<file path="config.mk">
export PLATFORM = sky130hd
export DESIGN_NAME = activ4_seq
export DESIGN_NICKNAME = d
export VERILOG_FILES = /design/src/rtl/activ4_seq.sv
export SDC_FILE = /design/constraint.sdc
export NUM_CORES = 1
export LEC_CHECK = 0
export ABC_AREA = 1
export CAP_MARGIN = 20
export CORE_ASPECT_RATIO = 1.1
export CORE_MARGIN = 1.5
export CORE_UTILIZATION = 55
export DETAILED_ROUTE_END_ITERATION = 8
export PLACE_DENSITY = 0.85
export SKIP_CTS_REPAIR_TIMING = 1
export SYNTH_ARGS = -nofsm -noshare
export SYNTH_HDL_FRONTEND = slang
export SYNTH_SLANG_ARGS = --single-unit
</file>
<file path="constraint.sdc">
create_clock -name clk -period 5.3 [get_ports clk]
set_clock_uncertainty 0.05 [all_clocks]
set_input_delay 1.06 -clock clk [delete_from_list [all_inputs] [get_ports clk]]
set_output_delay 1.06 -clock clk [all_outputs]
set_load 0.005 [all_outputs]
</file>
<file path="src/rtl/activ4_seq.sv">
// Sequencer for the Activity 4 FSM: resets the FSM, plays an x/y bit pattern into it and
// records when its state first matches a target. Define ACTIV4_SEQ_EARLY_STOP_EN to end a command on a DRIVE hit.
module activ4_seq #(
  parameter int LEN   = 8,
  parameter int CNT_W = $clog2(LEN + 1)
) (
  input  logic             clk,
  input  logic             reset,
  input  logic             start,
  output logic             ready,
  input  logic [LEN-1:0]   pat_x,
  input  logic [LEN-1:0]   pat_y,
  input  logic [CNT_W-1:0] pat_len,
  input  logic [2:0]       target_state,
  input  logic [2:0]       fsm_state,
  output logic             fsm_reset,
  output logic             fsm_x,
  output logic             fsm_y,
  output logic             busy,
  output logic             done,
  output logic             hit,
  output logic [CNT_W-1:0] hit_step
);

  typedef enum logic [2:0] {
    S_IDLE,
    S_RST,
    S_DRIVE,
    S_CHECK,
    S_DONE
  } state_t;

  state_t state, state_n;

  logic [CNT_W-1:0] step, step_n;
  logic             hit_n;
  logic [CNT_W-1:0] hit_step_n;
  logic             load;
  logic             match;
  logic [CNT_W-1:0] len_clamp;
  logic [CNT_W-1:0] len_last;

  logic [LEN-1:0]   px_q;
  logic [LEN-1:0]   py_q;
  logic [CNT_W-1:0] len_q;
  logic [2:0]       tgt_q;

  logic ready_n, busy_n, done_n, fsm_reset_n, fsm_x_n, fsm_y_n;

  always_comb begin
    len_clamp = (pat_len > CNT_W'(LEN)) ? CNT_W'(LEN) : pat_len;
    len_last  = len_q - CNT_W'(1);
    match     = (fsm_state == tgt_q) && !hit;
  end

  always_comb begin
    state_n    = state;
    step_n     = step;
    hit_n      = hit;
    hit_step_n = hit_step;
    load       = 1'b0;
    case (state)
      S_IDLE: begin
        if (start) begin
          load       = 1'b1;
          hit_n      = 1'b0;
          hit_step_n = '0;
          step_n     = '0;
          state_n    = S_RST;
        end
      end
      S_RST: begin
        step_n  = '0;
        state_n = (len_q == '0) ? S_CHECK : S_DRIVE;
      end
      S_DRIVE: begin
        // fsm_state here reflects exactly 'step' bits already applied
        if (match) begin
          hit_n      = 1'b1;
          hit_step_n = step;
        end
        if (step == len_last) begin
          state_n = S_CHECK;
        end else begin
          step_n = step + CNT_W'(1);
        end
`ifdef ACTIV4_SEQ_EARLY_STOP_EN
        if (match) begin
          state_n = S_DONE;
        end
`endif
      end
      S_CHECK: begin
        if (match) begin
          hit_n      = 1'b1;
          hit_step_n = len_q;
        end
        state_n = S_DONE;
      end
      S_DONE: begin
        state_n = S_IDLE;
      end
      default: begin
        state_n = S_IDLE;
      end
    endcase
  end

  // Outputs are decoded from the next state so every port comes straight from a flop
  always_comb begin
    ready_n     = (state_n == S_IDLE);
    busy_n      = (state_n == S_RST) || (state_n == S_DRIVE) || (state_n == S_CHECK);
    done_n      = (state_n == S_DONE);
    fsm_reset_n = (state_n == S_RST);
    fsm_x_n     = 1'b0;
    fsm_y_n     = 1'b0;
    if (state_n == S_DRIVE) begin
      for (int k = 0; k < LEN; k++) begin
        if (step_n == CNT_W'(k)) begin
          fsm_x_n = px_q[k];
          fsm_y_n = py_q[k];
        end
      end
    end
  end

  always_ff @(posedge clk) begin
    if (!reset) begin
      state     <= S_IDLE;
      step      <= '0;
      hit       <= 1'b0;
      hit_step  <= '0;
      ready     <= 1'b1;
      busy      <= 1'b0;
      done      <= 1'b0;
      fsm_reset <= 1'b0;
      fsm_x     <= 1'b0;
      fsm_y     <= 1'b0;
    end else begin
      state     <= state_n;
      step      <= step_n;
      hit       <= hit_n;
      hit_step  <= hit_step_n;
      ready     <= ready_n;
      busy      <= busy_n;
      done      <= done_n;
      fsm_reset <= fsm_reset_n;
      fsm_x     <= fsm_x_n;
      fsm_y     <= fsm_y_n;
    end
  end

  // Command fields are plain data: captured on acceptance, never reset
  always_ff @(posedge clk) begin
    if (load) begin
      px_q  <= pat_x;
      py_q  <= pat_y;
      len_q <= len_clamp;
      tgt_q <= target_state;
    end
  end

endmodule

</file>
# --- Yosys cells after proc, flatten, opt, wreduce, memory -nomap -nowiden ---
# Index checks and enable logic that the tools add are counted.
totals:
  out_inout_bits: 11
  reg_bits: 41
op_classes:
  n_addsub: 2
  magnitude_cmp: 1
  eq_ne: 20
  n_reduce_logical: 14
  muxes: 32
op_table:
  columns: ["operator", "count"]
  rows:
  - ["$pmux 4 s3", 2]
  - ["$mux 1", 21]
  - ["$mux 4", 5]
  - ["$eq 4x3->1 const B", 4]
  - ["$eq 3x2->1 const B", 4]
  - ["$pmux 3 s4", 1]
  - ["$eq 4x2->1 const B", 2]
  - ["$logic_not 4->1", 2]
  - ["$eq 3x1->1 const B", 2]
  - ["$logic_not 3->1", 2]
  - ["$mux 3", 2]
  - ["$ne 2x2->1 const B", 3]
  - ["$add 4x1->4 const B", 1]
  - ["$eq 4x1->1 const B", 1]
  - ["$eq 4x4->1", 1]
  - ["$gt 4x4->1 const B", 1]
  - ["$reduce_and 4->1", 1]
  - ["$sub 4x1->4 const B", 1]
  - ["$eq 3x3->1", 1]
  - ["$eq 3x3->1 const B", 1]
  - ["$reduce_and 3->1", 1]
  - ["$reduce_bool 3->1", 1]
  - ["$logic_or 1x1->1", 2]
  - ["$ne 2x1->1 const B", 1]
  - ["6 further kinds", 6]

# --- Logic depth before layout (Yosys ltp) ---
logic_depth:
  word_depth: 13
  ltp_mapped: 19

# --- Least setup slack after synthesis ---
# Ideal clock, no wire load.
synth_timing:
  path_kind: "input to register"
  from: "input fsm_state[0]"
  to: "register hit_step[0]"
  path_slack_ns: 3.165
  stages: 8
  arrival_time_ns: 1.963
  path_buffers: 0
  setup_time_ns: 0.122
  cell_sequence: "xnor2_1 nand3_1 nor3_1 a21oi_1 nor2_1 inv_1 a221oi_1 nor2_1"
synth_between:
  elab_chain_len: 4
  elab_cells_between_ends: 5
  cone_classes: "eq/ne (3); reduce/logical (2)"
synth_lines:
  columns: ["item", "line", "text"]
  rows:
  - ["start, declared", "15", "input logic [2:0] fsm_state,"]
  - ["$eq 3x3->1 *", "53", "match = (fsm_state == tgt_q) && !hit;"]
  - ["$logic_and 1x1->1 *", "53", null]
  - ["$ne 2x2->1 (no line)", null, null]
  - ["$reduce_and 4->1 (no line) *", null, null]
  - ["end signal, assigned", "143", "hit_step <= hit_step_n;"]
  - ["end, declared", "22", "output logic [CNT_W-1:0] hit_step"]
# Every way passes the cells marked *; elsewhere a longest branch is shown, timed or not.
# A chain may end at the register's enable or synchronous reset.

# --- Final worst setup path ---
# Same ends and word-level chain as after synthesis.

==> reports/qor.txt <==
Slew headroom - 42.5%
cell occurring most often along the worst timing path - nor2_1
maxcap violations - 0
remaining antenna violation count after routing - 0
initial antenna violation count - 0
Sequential Power Share - 50.1%
number of sinks on the clock net - 41
yosys synthesis warning count - 0
Synth Cell Area - 2030 um2
clock insertion delay at the later pin of the skew report - 0.33 ns
count of input and output buffers - 39
sequential cell area - 1050 um2
Total Routing Usage GR - 21.1%
Final Core Density - 74.9%
crit-path max FO - 6
Inserted Clock Buffers - 5
RD Place Congestion - 0.869
element type at the critical path start - input port
layout cell share with drive strength beyond 1 - 18.2%
GRT overflow - 0
Period minus WS final - 2.52 ns
Worst IR Drop VDD - 0.000293 V
synthesized instance count - 218
first-pass GRT wire length - 6230 um
number of remaining DRC errors - 0
clock-pin slew reported for the worst setup and hold paths after clock tree synthesis - 0.12 ns
clock tree from TritonCTS - done
data arrival time of the worst path - 2.71 ns
Post-Syn Area per Cell - 9.31 um2
Leakage Power - 1.06 nW
crit-path leading delay family - simple AND/OR/NAND/NOR gates
Die Span Y - 66.7 um
mean routed wirelength per cell - 11.9 um
detailed-routing iteration count for the pre-antenna-repair pass - 4
Post-DP HPWL - 2950 um
floorplan die area - 4060 um2
summed negative setup slack over all endpoints - 0 ns
final worst-path cycle share - 47.6%
area of the multi-input gates - 843 um2
# placed instances - 304
data required time at the worst endpoint - 5.49 ns
routed wire length - 3700 um
most area-hungry cell type in the Yosys netlist - edfxtp_1
Internal - 0.000574 W
series of cell instances along the critical path - clkdlybuf4s50_1 -> xnor2_1 -> nand3_1 -> nor3_1 -> a21oi_1 -> nor2_1 -> inv_1 -> a221oi_1 -> nor2_1
number of pins exceeding their max-slew limit in the final report - 0
number of nets in the layout - 295
Root Buffer - clkbuf_4
#FFs+latches synth - 41
number of different library cells in the post-synthesis netlist - 30
count of buffering cells on the critical path with inverters included - 2
setup repair after global routing missed its margin - false
CP Capture Type - register
net count of the mapped netlist - 250
total number of vias - 1588
Initial Utilization - 59.0%
switching part of the total power - 23.8%
Power per Cell Area - 292 nW/um2
IO Count - 40
stage delay of the slowest cell on the critical path - 0.47 ns
total number of placement rows - 22
antenna cells - 0
Finished Layout Cells - 312
number of DRC markers after the initial detailed-route iteration - 75
layout overhead on the synthesized area - 27.1%
leading post-synthesis cells by cell area - edfxtp_1, dfxtp_1, nand2_1, nor2_1, inv_1
level count of the clock H-tree - 2
slew at the pin with the worst max-slew slack - 0.861 ns
count of final setup violators - 0
via count of the first global-routing pass - 1564
largest net degree at the start of global routing - 25
average vias per placed instance - 5.09
Comb power frac - 18.1%
number of fill cells in the layout - 257
Highest Clock Rate - 396 MHz
Seq/Total Area, Yosys - 51.8%
min-delay worst type - reg -> reg
core area - 3440 um2
clock network fraction of total power - 31.8%
Yosys top cell area share - 34.0%
start-to-end type of the worst setup path - in -> reg
status - finished clean
die outline width - 60.9 um
Switching Power - 0.000180 W
maximum clock path buffer count - 2
cell type of the slowest stage on the worst timing path - clkdlybuf4s50_1
final hold violations - 0
-- Yosys cell counts, drive strengths merged --
cell type	n
nand2	47
inv	33
nor2	33
edfxtp	23
nand3	21
dfxtp	18
o21ai	7
nand4	6
a21oi	5
a221oi	4
and2	3
ha	3
o211ai	3
clkinv	2
nor3	2
xnor2	2
xor2	2
a21boi	1
a31oi	1
clkbuf	1
or2	1
-- sequential cells by signal, indices dropped and copies added (netlist names) --
name       cells
ready          1
state          3
fsm_reset      1
tgt_q          3
done           1
len_q          4
hit            1
hit_step       4
busy           1
step           4
fsm_y          1
fsm_x          1
py_q           8
px_q           8
-- through the flow --
step | hold WS [ns] | setup WS (ns) | total power (W) | instance area, um2
6_report | 0.497 | 2.78 | 0.000753 | 2580
5_1_grt | 0.553 | 2.59 | 0.000797 | 2580
4_1_cts | 0.506 | 2.77 | 0.000760 | 2580
3_5_place_dp | 0.475 | 2.39 | 0.000521 | 2480
3_3_place_gp | 0.456 | 2.39 | 0.000517 | 2480
2_1_floorplan | 0.462 | 3.17 | 0.000465 | 2030
-- path summary, 6_finish.rpt --
kind	from	to	slack, ns	depth (start not counted)
setup / recovery	fsm_state[0]	hit_step[0]	2.78	9
setup reg to reg	len_q[0]	fsm_y	3.01	14
hold reg to reg	hit_step[1]	hit_step[1]	0.50	2
hold / removal	hit_step[1]	hit_step[1]	0.50	2
-- worst reg2reg max path, stage by stage (launching register included) --
cell      delay, ns
edfxtp_1       0.48
inv_2          0.13
ha_1           0.25
nand2_1        0.07
nand2_1        0.08
nor2_4         0.15
nand4_1        0.18
nand2_2        0.12
nand2_4        0.08
a21oi_1        0.17
nand2_1        0.09
o21ai_0        0.15
inv_1          0.08
nand2_1        0.08
inv_1          0.04
-- routing by layer --
layer | track usage (%) | wire length [um] | vias up
li1 | - | - | 808
met1 | 22.1 | 1490 | 737
met2 | 38.8 | 2010 | 33
met3 | 5.63 | 105 | 10
met4 | 8.15 | 98 | 0
met5 | 0 | 0 | -
-- cell families (layout without fill, tap and decap cells) --
group	Yosys count	after routing	synth area share (%)
and+or+nand+nor	113	113	31.5
xor gates and xnor gates	4	4	1.73
buffers and inverters	36	82	6.66
AOI/OAI and AO/OA	21	21	6.47
adders and majority gates	3	3	1.85
DFF	41	41	51.8
-- layout make-up --
| type | count | share of cell area (%) |
|---|---|---|
| clock buffer | 5 | 1.46 |
| clock inverter | 3 | 2.52 |
| inverter | 35 | 5.09 |
| multi-input combinational | 141 | 32.7 |
| sequential | 41 | 40.8 |
| tap | 48 | 2.33 |
| timing repair buffer | 39 | 15.1 |
-- power groups by stage --
stage                     sequential [W]  clock [W]  combinational (W)
after floorplan                 0.000382          0          0.0000834
after global placement          0.000384          0           0.000133
after detailed placement        0.000385          0           0.000136
after CTS                       0.000378   0.000246           0.000137
after global routing            0.000380   0.000264           0.000153
final                           0.000377   0.000240           0.000136
-- cell usage in the layout, fill, tap and decap left out --
cell	Yosys	final
clkdlybuf4s50_1	0	39
nand2_1	31	31
nor2_1	26	26
inv_1	24	24
edfxtp_1	23	23
dfxtp_1	18	18
nand3_1	15	15
nand2_2	12	12
inv_2	9	9
o21ai_0	7	7
nand4_1	6	6
a21oi_1	5	5
clkbuf_4	0	5
a221oi_1	4	4
nand3_2	4	4
nand2_4	4	4
nor2_4	4	4
o211ai_1	3	3
and2_1	3	3
ha_1	3	3
nor2_2	2	2
xor2_1	2	2
xnor2_1	2	2
clkinv_1	2	2
nand3_4	2	2
bufinv_16	0	2
a21boi_0	1	1
nor3_2	1	1
nor2_8	1	1
nor3_1	1	1
or2_2	1	1
a31oi_1	1	1
clkinv_2	0	1
Note: power is estimated with default switching activity, not from simulation.
